$ cat config.mk
export PLATFORM = sky130hd
export DESIGN_NAME = spi_slave_receiver
export DESIGN_NICKNAME = d
export VERILOG_FILES = /design/src/rtl/spi_pkg.sv /design/src/rtl/spi_input_sync.sv /design/src/rtl/spi_slave_receiver.sv
export SDC_FILE = /design/constraint.sdc
export NUM_CORES = 1
export LEC_CHECK = 0
export ABC_AREA = 1
export CAP_MARGIN = 20
export CORE_MARGIN = 4
export CORE_UTILIZATION = 42
export DETAILED_ROUTE_END_ITERATION = 10
export SYNTH_ARGS = -nofsm -noshare
export SYNTH_HDL_FRONTEND = slang
export SYNTH_HIERARCHICAL = 1
export SYNTH_SLANG_ARGS = --single-unit
export TNS_END_PERCENT = 5
$ cat constraint.sdc
create_clock -name clock -period 3.2 [get_ports clock]
set_input_delay 0.64 -clock clock [delete_from_list [all_inputs] [get_ports clock]]
set_output_delay 0.64 -clock clock [all_outputs]
set_load 0.03 [all_outputs]
$ cat src/rtl/spi_pkg.sv
// Shared SPI definitions for the slave receive path.
//  - spi_mode_t     : SPI mode number built from {CPOL, CPHA}
//  - CPOL_* / CPHA_*: named clock polarity / phase values
//  - spi_mode()     : packs CPOL/CPHA into a mode number
//  - sample_on_rise(): 1 when data is sampled on the rising edge of sclk
package spi_pkg;

   typedef enum logic [1:0] {
      SPI_MODE0 = 2'b00,
      SPI_MODE1 = 2'b01,
      SPI_MODE2 = 2'b10,
      SPI_MODE3 = 2'b11
   } spi_mode_t;

   localparam logic CPOL_IDLE_LOW  = 1'b0;
   localparam logic CPOL_IDLE_HIGH = 1'b1;
   localparam logic CPHA_LEADING   = 1'b0;
   localparam logic CPHA_TRAILING  = 1'b1;

   function automatic spi_mode_t spi_mode(input logic cpol, input logic cpha);
      return spi_mode_t'({cpol, cpha});
   endfunction

   // Leading edge leaves the idle level, trailing edge returns to it.
   // Modes 0 and 3 therefore sample on a rising sclk, modes 1 and 2 on a falling one.
   function automatic logic sample_on_rise(input logic cpol, input logic cpha);
      return ~(cpol ^ cpha);
   endfunction

endpackage

$ cat src/rtl/spi_input_sync.sv
// Two-flop synchronizer plus one history flop for edge detection.
// Ports:
//   clock, reset_n : system clock, asynchronous active-low reset
//   din            : asynchronous input pin
//   level          : synchronized level
//   rise, fall     : single-cycle strobes on a synchronized edge
// All three flops reset to idle_level so no edge is seen on reset release
// while the pin sits at its idle level.
module spi_input_sync #(
   parameter logic idle_level = 1'b0
) (
   input  logic clock,
   input  logic reset_n,
   input  logic din,
   output logic level,
   output logic rise,
   output logic fall
);

   logic meta;
   logic sync;
   logic hist;

   always_ff @(posedge clock or negedge reset_n) begin
      if (!reset_n) begin
         meta <= idle_level;
         sync <= idle_level;
         hist <= idle_level;
      end else begin
         meta <= din;
         sync <= meta;
         hist <= sync;
      end
   end

   assign level = sync;
   assign rise  = sync & ~hist;
   assign fall  = ~sync & hist;

endmodule

$ cat src/rtl/spi_slave_receiver.sv
// SPI slave receive path, fully synchronous to clock.
// Ports:
//   clock, reset_n : system clock, asynchronous active-low reset
//   ss, sclk, sdi  : asynchronous SPI pins (slave select, serial clock, MOSI)
//   trigger        : external latch request (external-trigger mode only)
//   data [W-1:0]   : received word (W = bitcount+1)
//   valid          : one-cycle strobe marking a new word on data
// Handshake: valid has no back-pressure; each word is presented for exactly
// one clock with valid=1 and the consumer must take it in that cycle.
module spi_slave_receiver
   import spi_pkg::*;
#(
   parameter logic ss_polarity          = 1'b1,
   parameter logic sclk_polarity        = 1'b0,
   parameter logic sclk_phase           = 1'b1,
   parameter int   bitcount             = 7,
   parameter bit   msb_first            = 1'b1,
   parameter bit   use_gated_output     = 1'b1,
   parameter bit   use_external_trigger = 1'b0
) (
   input  logic              clock,
   input  logic              reset_n,
   input  logic              ss,
   input  logic              sclk,
   input  logic              sdi,
   input  logic              trigger,
   output logic [bitcount:0] data,
   output logic              valid
);

   localparam int   W           = bitcount + 1;
   localparam int   CW          = $clog2(W + 1);
   localparam logic sample_rise = sample_on_rise(sclk_polarity, sclk_phase);

   logic ss_lvl, ss_rise, ss_fall;
   logic sclk_lvl, sclk_rise, sclk_fall;
   logic sdi_lvl, sdi_rise, sdi_fall;
   logic trig_lvl, trig_rise, trig_fall;

   spi_input_sync #(.idle_level(~ss_polarity)) u_sync_ss (
      .clock(clock), .reset_n(reset_n), .din(ss),
      .level(ss_lvl), .rise(ss_rise), .fall(ss_fall));
   spi_input_sync #(.idle_level(sclk_polarity)) u_sync_sclk (
      .clock(clock), .reset_n(reset_n), .din(sclk),
      .level(sclk_lvl), .rise(sclk_rise), .fall(sclk_fall));
   spi_input_sync #(.idle_level(1'b0)) u_sync_sdi (
      .clock(clock), .reset_n(reset_n), .din(sdi),
      .level(sdi_lvl), .rise(sdi_rise), .fall(sdi_fall));
   spi_input_sync #(.idle_level(1'b0)) u_sync_trig (
      .clock(clock), .reset_n(reset_n), .din(trigger),
      .level(trig_lvl), .rise(trig_rise), .fall(trig_fall));

   logic unused_sync;
   assign unused_sync = ^{sclk_lvl, sdi_rise, sdi_fall, trig_lvl, trig_fall};

   logic ss_active, ss_start, ss_stop, sample_edge, take;

   assign ss_active   = (ss_lvl == ss_polarity);
   assign ss_start    = ss_polarity ? ss_rise : ss_fall;
   assign ss_stop     = ss_polarity ? ss_fall : ss_rise;
   assign sample_edge = sample_rise ? sclk_rise : sclk_fall;
   // A sample edge that coincides with ss going inactive still counts, so a
   // frame whose last edge and ss release land in one cycle keeps its word.
   assign take        = sample_edge & (ss_active | ss_stop);

   logic [W-1:0]  shift_q, shift_d, shift_base;
   logic [CW-1:0] cnt_q, cnt_d, cnt_base;
   logic          word_done, done_q;
   logic [W-1:0]  hold_q;
   logic          load;
   logic [W-1:0]  load_word;

   always_comb begin
      shift_base = ss_start ? '0 : shift_q;
      cnt_base   = ss_start ? '0 : cnt_q;
      shift_d    = shift_base;
      cnt_d      = cnt_base;
      word_done  = 1'b0;
      if (take) begin
         if (msb_first)
            shift_d = (shift_base << 1) | W'(sdi_lvl);
         else
            shift_d = (shift_base >> 1) | (W'(sdi_lvl) << bitcount);
         if (cnt_base == CW'(bitcount)) begin
            cnt_d     = '0;
            word_done = 1'b1;
         end else begin
            cnt_d = cnt_base + CW'(1);
         end
      end
      // Partial word on ss release is dropped; a completed one stays in
      // shift_q for one more cycle so it can be transferred.
      if (ss_stop && !word_done) begin
         shift_d = '0;
         cnt_d   = '0;
      end
   end

   always_ff @(posedge clock or negedge reset_n) begin
      if (!reset_n) begin
         shift_q <= '0;
         cnt_q   <= '0;
         done_q  <= 1'b0;
         hold_q  <= '0;
      end else begin
         shift_q <= shift_d;
         cnt_q   <= cnt_d;
         done_q  <= word_done;
         if (done_q)
            hold_q <= shift_q;
      end
   end

   // shift_q is untouched for at least two cycles after a completion
   // (sclk edges are at least two clocks apart), so it is read directly.
   always_comb begin
      if (use_external_trigger) begin
         load      = trig_rise;
         load_word = hold_q;
      end else begin
         load      = done_q;
         load_word = shift_q;
      end
   end

   always_ff @(posedge clock or negedge reset_n) begin
      if (!reset_n) begin
         data  <= '0;
         valid <= 1'b0;
      end else begin
         valid <= load;
         if (load)
            data <= load_word;
         else if (use_gated_output)
            data <= '0;
      end
   end

endmodule

* Word-level counts from Yosys, hierarchy flattened
Index checks and enable logic that the tools add are counted.
** Storage, ports and cells
- Register bits :: 30
- Bits of input ports :: 6
- Output and inout bits :: 9
** Cells by class
- Add/subtract/negate cells :: 1
- Equal/unequal tests :: 1
- Mux-type cells :: 10
- Bitwise operators :: 9
- Reduce and logical (&&, ||, !) cells :: 3
** Operators with widths (count)
- 2-to-1 mux 8 bit :: 4
- 2-to-1 mux 4 bit :: 4
- OR 8 x 1 -> 8 bit :: 1
- adder 4 x 1 -> 4 bit (second input constant) :: 1
- AND 1 bit :: 4
- == test 4 x 3 -> 1 bit (second input constant) :: 1
- inverter 1 bit :: 3
- nonzero test 3 bit :: 1
- 2-to-1 mux 1 bit :: 2
- logical AND 1 bit :: 1
- zero test 1 bit :: 1
- OR 1 bit :: 1

* Longest topological paths before layout
Gate-level depths: netlist of run 1.
- Depth in word-level cells :: 9
- Mapped depth :: 9
- Gate-level depth less buffers :: 9

* Cells and area by module
Netlist of run 1, hierarchy kept.
** By module, submodules not included
- spi_slave_receiver :: times used 1, cells an instance 113, area each 950.9 µm², sequential area each 550.5 µm²
- spi_input_sync :: times used 3, cells an instance 7, area each 90.1 µm², sequential area each 75.1 µm²

* Worst setup path before layout of run 1
No wires, ideal clock.
- Path kind :: flip-flop to flip-flop
- From :: register u_sync_ss.sync (netlist: u_sync_ss/level)
- To :: register cnt_q[2]
- Arrival time :: 1.195 ns
- Path slack :: 1.889 ns
- Cell stages (with the launch flop) :: 8
- Path buffers :: 1
- Clock period less this slack :: 1.311 ns
- Cells stage by stage :: dfrtp_1 -> nor2_1 -> nor2_2 -> nor2_4 -> buf_6 -> nand3_1 -> nand2_1 -> nor2_2
** On the way
- Cells in the longest elaborated chain, start to end :: 8
- Elaborated cells between the ends (all ways) :: 15
- Classes of those cells :: add/sub (1); eq/ne (1); mux (6); bitwise (5); reduce/logical (2)
** RTL lines
- start: declaration :: line spi_input_sync.sv:21 : logic sync;
- start signal: assignment :: line spi_input_sync.sv:27 : sync <= idle_level;
- start signal: assignment :: line spi_input_sync.sv:31 : sync <= meta;
- inverter 1 bit (*) :: line spi_input_sync.sv:38 : assign fall = ~sync & hist;
- AND 1 bit (*) :: line spi_input_sync.sv:38
- named net ss_fall :: line spi_slave_receiver.sv:35 : logic ss_lvl, ss_rise, ss_fall;
- OR 1 bit :: line spi_slave_receiver.sv:64 : assign take = sample_edge & (ss_active | ss_stop);
- AND 1 bit :: line spi_slave_receiver.sv:64
- 2-to-1 mux 1 bit :: line spi_slave_receiver.sv:79 : if (take) begin
- zero test 1 bit :: line spi_slave_receiver.sv:93 : if (ss_stop && !word_done) begin
- logical AND 1 bit :: line spi_slave_receiver.sv:93
- 2-to-1 mux 4 bit (*) :: line spi_slave_receiver.sv:93
- named net cnt_d[2] :: line spi_slave_receiver.sv:67 : logic [CW-1:0] cnt_q, cnt_d, cnt_base;
- end signal: assignment :: line spi_slave_receiver.sv:107 : cnt_q <= cnt_d;
- end: declaration :: line spi_slave_receiver.sv:67
The timed path passes the listed nets; every way through them passes the cells marked *.
A chain may end at the register's enable or synchronous reset.

* Worst setup path in the final report of run 1
- From :: register data[6]
- To :: output data[6]
** RTL lines
- start: declaration :: line spi_slave_receiver.sv:27 : output logic [bitcount:0] data,
- start signal: assignment :: line spi_slave_receiver.sv:133 : data <= load_word;
No word-level cell between the ends.

==> results of run 1 <==
-- worst register-to-register path, delay by kind of cell (launching register included) --
family                 cells  cell delay [ns]
AOI/OAI and AO/OA          1             0.35
buffers and inverters      2             0.27
DFF                        1             0.44
and+or+nand+nor            4             0.39
-- cell type report --
cell class	count	area, um^2	share of cell area, %
timing repair buffer	14	138	9.93
clock inverter	1	5.00	0.361
multi-input combinational	75	329	23.7
clock buffer	7	55.1	3.97
tap	30	37.5	2.71
inverter	19	71.3	5.14
sequential	30	751	54.2
-- power by group through the flow --
| stage | Combinational [W] | Clock (W) | Sequential, W |
|---|---|---|---|
| after CTS | 0.0000530 | 0.000243 | 0.000403 |
| after floorplan | 0.0000356 | 0 | 0.000408 |
| final | 0.0000518 | 0.000231 | 0.000403 |
| after global routing | 0.0000621 | 0.000261 | 0.000405 |
| after global placement | 0.0000514 | 0 | 0.000409 |
| after detailed placement | 0.0000526 | 0 | 0.000410 |
-- how the worst max path moves through the flow --
stage / slack, ns / from / endpoint
after floorplan: 1.89 / u_sync_ss/level / cnt_q[2]
after global placement: 1.59 / data[2] / data[2]
after detailed placement: 1.59 / data[6] / data[6]
after CTS: 1.21 / data[6] / data[6]
after global routing: 1.18 / data[6] / data[6]
final: 1.24 / data[6] / data[6]
-- metrics by stage --
step	area, um^2	power (W)	setup slack (ns)	instances	hold slack (ns)
after floorplan	1170	0.000444	1.89	127	0.331
after global placement	1330	0.000461	1.59	168	0.331
after detailed placement	1330	0.000463	1.59	168	0.335
after CTS	1390	0.000698	1.21	176	0.355
after global routing	1390	0.000727	1.18	176	0.374
final	1390	0.000685	1.24	176	0.353
-- cell usage in the layout, fill, tap and decap left out, drive strengths merged --
cell type      count
clkdlybuf4s50     13
o21ai              2
inv               19
nor2              17
clkinv             1
nand2             48
buf                1
a21oi              2
nand3              6
dfrtp             30
clkbuf             7
-- metal layers --
metal	share of wire, %	up-vias
li1	-	411
met1	45	351
met2	44	23
met3	8.1	7
met4	2.8	0
met5	0	-
==> key figures, run 1 <==
GRT
  • Met2 Usage GRT: about a fifth
  • Global-route wire length before repair: roughly 3200 um
  • GRT busiest layer: met2
  • Overflow after GRT: 0
  • Largest net degree at the start of global routing: 31
  • GR Util All Layers: 12.5%
  • Vias in the first global route: 757
  • GR met3 Demand/Resource: under 10%
  • Initial antenna violation count: 0
  • Met1 usage: 13.7%

Worst setup path
  • CP top delay family: buffers and inverters
  • CP endpoint kind: primary output
  • Worst-path cell chain: clkdlybuf4s50_1
  • Startpoint Class: register
  • Crit. path cell count: 1
  • R2R Path End: load_word[5]
  • Reg-to-reg startpoint: u_sync_ss/level
  • Reg2Reg Depth: 7
  • WP data required: 2.56 ns
  • CP Data Arrival Time: 1.32 ns
  • Slowest CP cell: clkdlybuf4s50_1
  • Max incr delay on CP: 0.66 ns
  • Crit Path Class: reg2out
  • CP Buf/Inv Count: 1
  • Max FO, Critical Path: 1
  • FF-to-FF setup slack: 1.64 ns

Floorplan
  • CORE AREA: 2570 um^2
  • Initial core utilization: a little under half
  • Std-Cell Rows: 18
  • Die Y: 60.9 um
  • Die area: approximately 3700 um^2
  • Die width: 60.9 um
  • Ports: 15

Power
  • Leak: between 0.7 and 0.8 nW
  • PD cells: approximately 490 nW/um^2
  • Sequential Power Share: 58.7%
  • Worst vdd ir: 0.000344 V
  • P_int: about 0.00052 W
  • Combinational share of power: 7.6%
  • Switching part of the total: approximately a quarter
  • Psw: 0.000167 W
  • Clock share of power: 33.7%

Timing
  • Maximum clock rate: 0.509 GHz
  • Final hold viol count: 0
  • Actual slew at the worst max-slew pin: 0.436 ns
  • Clock skew: 0.00555 ns
  • Final setup viols: 0
  • Final setup TNS: 0 ns
  • Fin crit period: 1.96 ns
  • Slew headroom: 70.9%
  • RSZ-0062 raised after global routing: no
  • Max Slew Vio Count: 0
  • Final Cycle Share: 61.4%

Hold path
  • Hold path endpoint: u_sync_sclk/level
  • Min-Delay Path Class: reg2reg
  • Worst hold start: u_sync_sclk/meta
  • Hold Crit Depth: 0

Detailed routing
  • Avg WL per Cell: about 10 um
  • Drt via density: 4.50
  • DRT antenna net count: 0
  • Routed vias: about 790
  • Initial drt markers: 11
  • Post-detailed-routing wire length: 1800 um
  • DRC: 0
  • Drt first pass iters: 4

Yosys
  • Syn Inst Count: 127
  • Post-Syn Area: 1170 um^2
  • Synth warnings: 6
  • Avg Cell Area, Syn: 9.24 um^2
  • Syn_nets: approximately 130

Clock tree
  • Setup Buffers After CTS: 0
  • Reg clk slew, reported paths: around 0.09 ns
  • Clock tree from TritonCTS: done
  • Clock root cell: clkbuf_4
  • Hold_buf cts: 0
  • Clk_lat worst skew: around 0.33 ns
  • Clock Path Buffers: 2
  • CTS H-tree lvls: 2
  • Num CTS Buffers: 5
  • Clk sinks: 30
  • CTS resizes: 0

Job
  • Max-cap violation count: 0

Finish
  • # fillers: 234
  • Nets@finish: 151
  • N_diodes: 0
  • Area grow syn2layout: 18.1%
  • Share of cells above drive strength 1: a little over a tenth
  • Finished Core Util: about 54%

Placed design
  • Routability Congestion: 0.780
  • IO Port Bufs: 13
  • Final HPWL from detailed placement: around 1200 um

Run status
  • Status: finished, final reports clean
Power figures use the tool's default switching activity.
==> run 2, diff against run 1 <==
- clock period: 3.2 -> 2 ns (I/O delays scaled with it)
==> run 2 against run 1 <==
Sequential power is 60% higher. Die area stayed put. Critical endpoint unchanged. Cell count stayed put. Non-clock buffer count stayed put. First-iteration DRC count is 130% higher. Power is 60% higher. Largest power group unchanged. Critical path type unchanged. Highest routed layer unchanged.
==> key figures, run 2 (same netlist as run 1, synthesis figures left out) <==
Timing
  • RSZ-0062 raised after global routing: no
  • Clock skew: 0.00436 ns
  • Final setup viols: 0
  • Slew headroom: about 70%
  • Final Cycle Share: between 80 and 90%
  • Final setup TNS: 0 ns
  • Maximum clock rate: approximately 0.58 GHz
  • Final hold viol count: 0
  • Max Slew Vio Count: 0
  • Min Hold Slack: approximately 0.35 ns
  • Fin crit period: ~1.7 ns
  • Actual slew at the worst max-slew pin: 0.419 ns

Worst setup path
  • CP top delay family: buffers and inverters
  • Startpoint Class: register
  • Worst-path cell chain: clkdlybuf4s50_1
  • Slowest CP cell: clkdlybuf4s50_1
  • R2R Path End: cnt_q[1]
  • Reg-to-reg startpoint: u_sync_ss/level
  • Reg2Reg Depth: 7
  • Max incr delay on CP: approximately 0.66 ns
  • CP Data Arrival Time: 1.32 ns
  • CP Buf/Inv Count: 1
  • Max FO, Critical Path: 1
  • Crit Path Class: reg2out
  • CP endpoint kind: primary output
  • WP data required: about 1.6 ns
  • FF-to-FF setup slack: 0.44 ns

Clock tree
  • CTS resizes: 0
  • Setup Buffers After CTS: 0
  • Clk sinks: 30
  • CTS H-tree lvls: 2
  • Num CTS Buffers: 5
  • Reg clk slew, reported paths: approximately 0.090 ns
  • Clock Path Buffers: 2
  • Clk_lat worst skew: 0.32 ns
  • Clock tree from TritonCTS: done
  • Hold_buf cts: 0
  • Clock root cell: clkbuf_4

Hold path
  • Min-Delay Path Class: reg2reg
  • Worst hold start: u_sync_sclk/meta
  • Hold path endpoint: u_sync_sclk/level
  • Hold Crit Depth: 0

Power
  • Psw: 0.000266 W
  • Worst vdd ir: 0.000583 V
  • Leak: 0.768 nW
  • P_int: between 0.0008 and 0.0009 W
  • Combinational share of power: 7.6%
  • PD cells: 790 nW/um^2
  • Clock share of power: 33.7%
  • Sequential Power Share: 58.8%
  • Post-route total power: 0.00110 W
  • Switching part of the total: around a quarter

Placed design
  • Routability Congestion: 0.781
  • IO Port Bufs: 13
  • Placed inst area: 1330 um^2
  • Final HPWL from detailed placement: 1200 um

Detailed routing
  • DRC: 0
  • DRT antenna net count: 0
  • Initial drt markers: 25
  • Drt first pass iters: 4
  • Avg WL per Cell: 10.3 um
  • Post-detailed-routing wire length: 1810 um
  • Routed vias: 793
  • Drt via density: ~4.5

Floorplan
  • Die width: 60.9 um
  • CORE AREA: roughly 2600 um^2
  • Ports: 15
  • Die Y: 60.9 um
  • Die area: 3700 um^2
  • Std-Cell Rows: 18
  • Initial core utilization: 45.7%

GRT
  • Global-route wire length before repair: 3330 um
  • Vias in the first global route: 788
  • Overflow after GRT: 0
  • Initial antenna violation count: 0
  • GR Util All Layers: 13.1%
  • Largest net degree at the start of global routing: 31

Finish
  • N_diodes: 0
  • Commonest non-fill, non-tap cell in the layout: nand2_1
  • Nets@finish: 151
  • Finished Cell Area: 1390 um^2
  • Most frequent cells in the layout: nand2_1, dfrtp_1, inv_1
  • Share of cells above drive strength 1: a little over a tenth
  • Area grow syn2layout: 18.1%

Run status
  • Status: finished, final reports clean

Job
  • Max-cap violation count: 0
## run 2: cell counts in the layout (fill, tap and decap cells not counted)
Identical to the previous run, type by type.
## run 2: how the worst max path moves through the flow
stage / startpoint / endpoint / cells past startpoint
after floorplan: u_sync_ss/level / cnt_q[2] / 7
after CTS: data[6] / data[6] / 1
after global placement: u_sync_ss/level / cnt_q[1] / 7
after detailed placement: u_sync_ss/level / load_word[5] / 7
after global routing: u_sync_ss/level / load_word[4] / 7
final: data[6] / data[6] / 1
## run 2: area by class of cell
cell class,instances,area (um^2)
fillers,251,1180
flip-flops and latches,30,751
multi-input cells,75,329
repair buffers,14,138
inverters,19,71.3
clock buffers,7,55.1
well taps,30,37.5
clock inverters,1,5.00
## run 2: through the flow
| step | util [%] | cells | worst slack [ns] |
|---|---|---|---|
| 2_1_floorplan | - | 127 | 0.689 |
| 3_3_place_gp | 51.7 | 168 | 0.480 |
| 3_5_place_dp | 51.7 | 168 | 0.427 |
| 4_1_cts | 54.0 | 176 | 0.246 |
| 5_1_grt | 54.0 | 176 | 0.176 |
| 6_report | 54.0 | 176 | 0.280 |
## run 2: power groups by stage
stage	clock network [W]	registers (W)	logic [W]
after floorplan	0	0.000653	0.0000570
after global placement	0	0.000655	0.0000822
after detailed placement	0	0.000656	0.0000850
after CTS	0.000387	0.000644	0.0000857
after global routing	0.000421	0.000648	0.0000991
final	0.000369	0.000644	0.0000829
## run 2: metal layers
layer	wire length, um	GRT usage, %	vias up
li1	-	-	409
met1	787	13.5	358
met2	846	21.4	20
met3	123	7.02	6
met4	52	7.43	0
met5	0	0	-
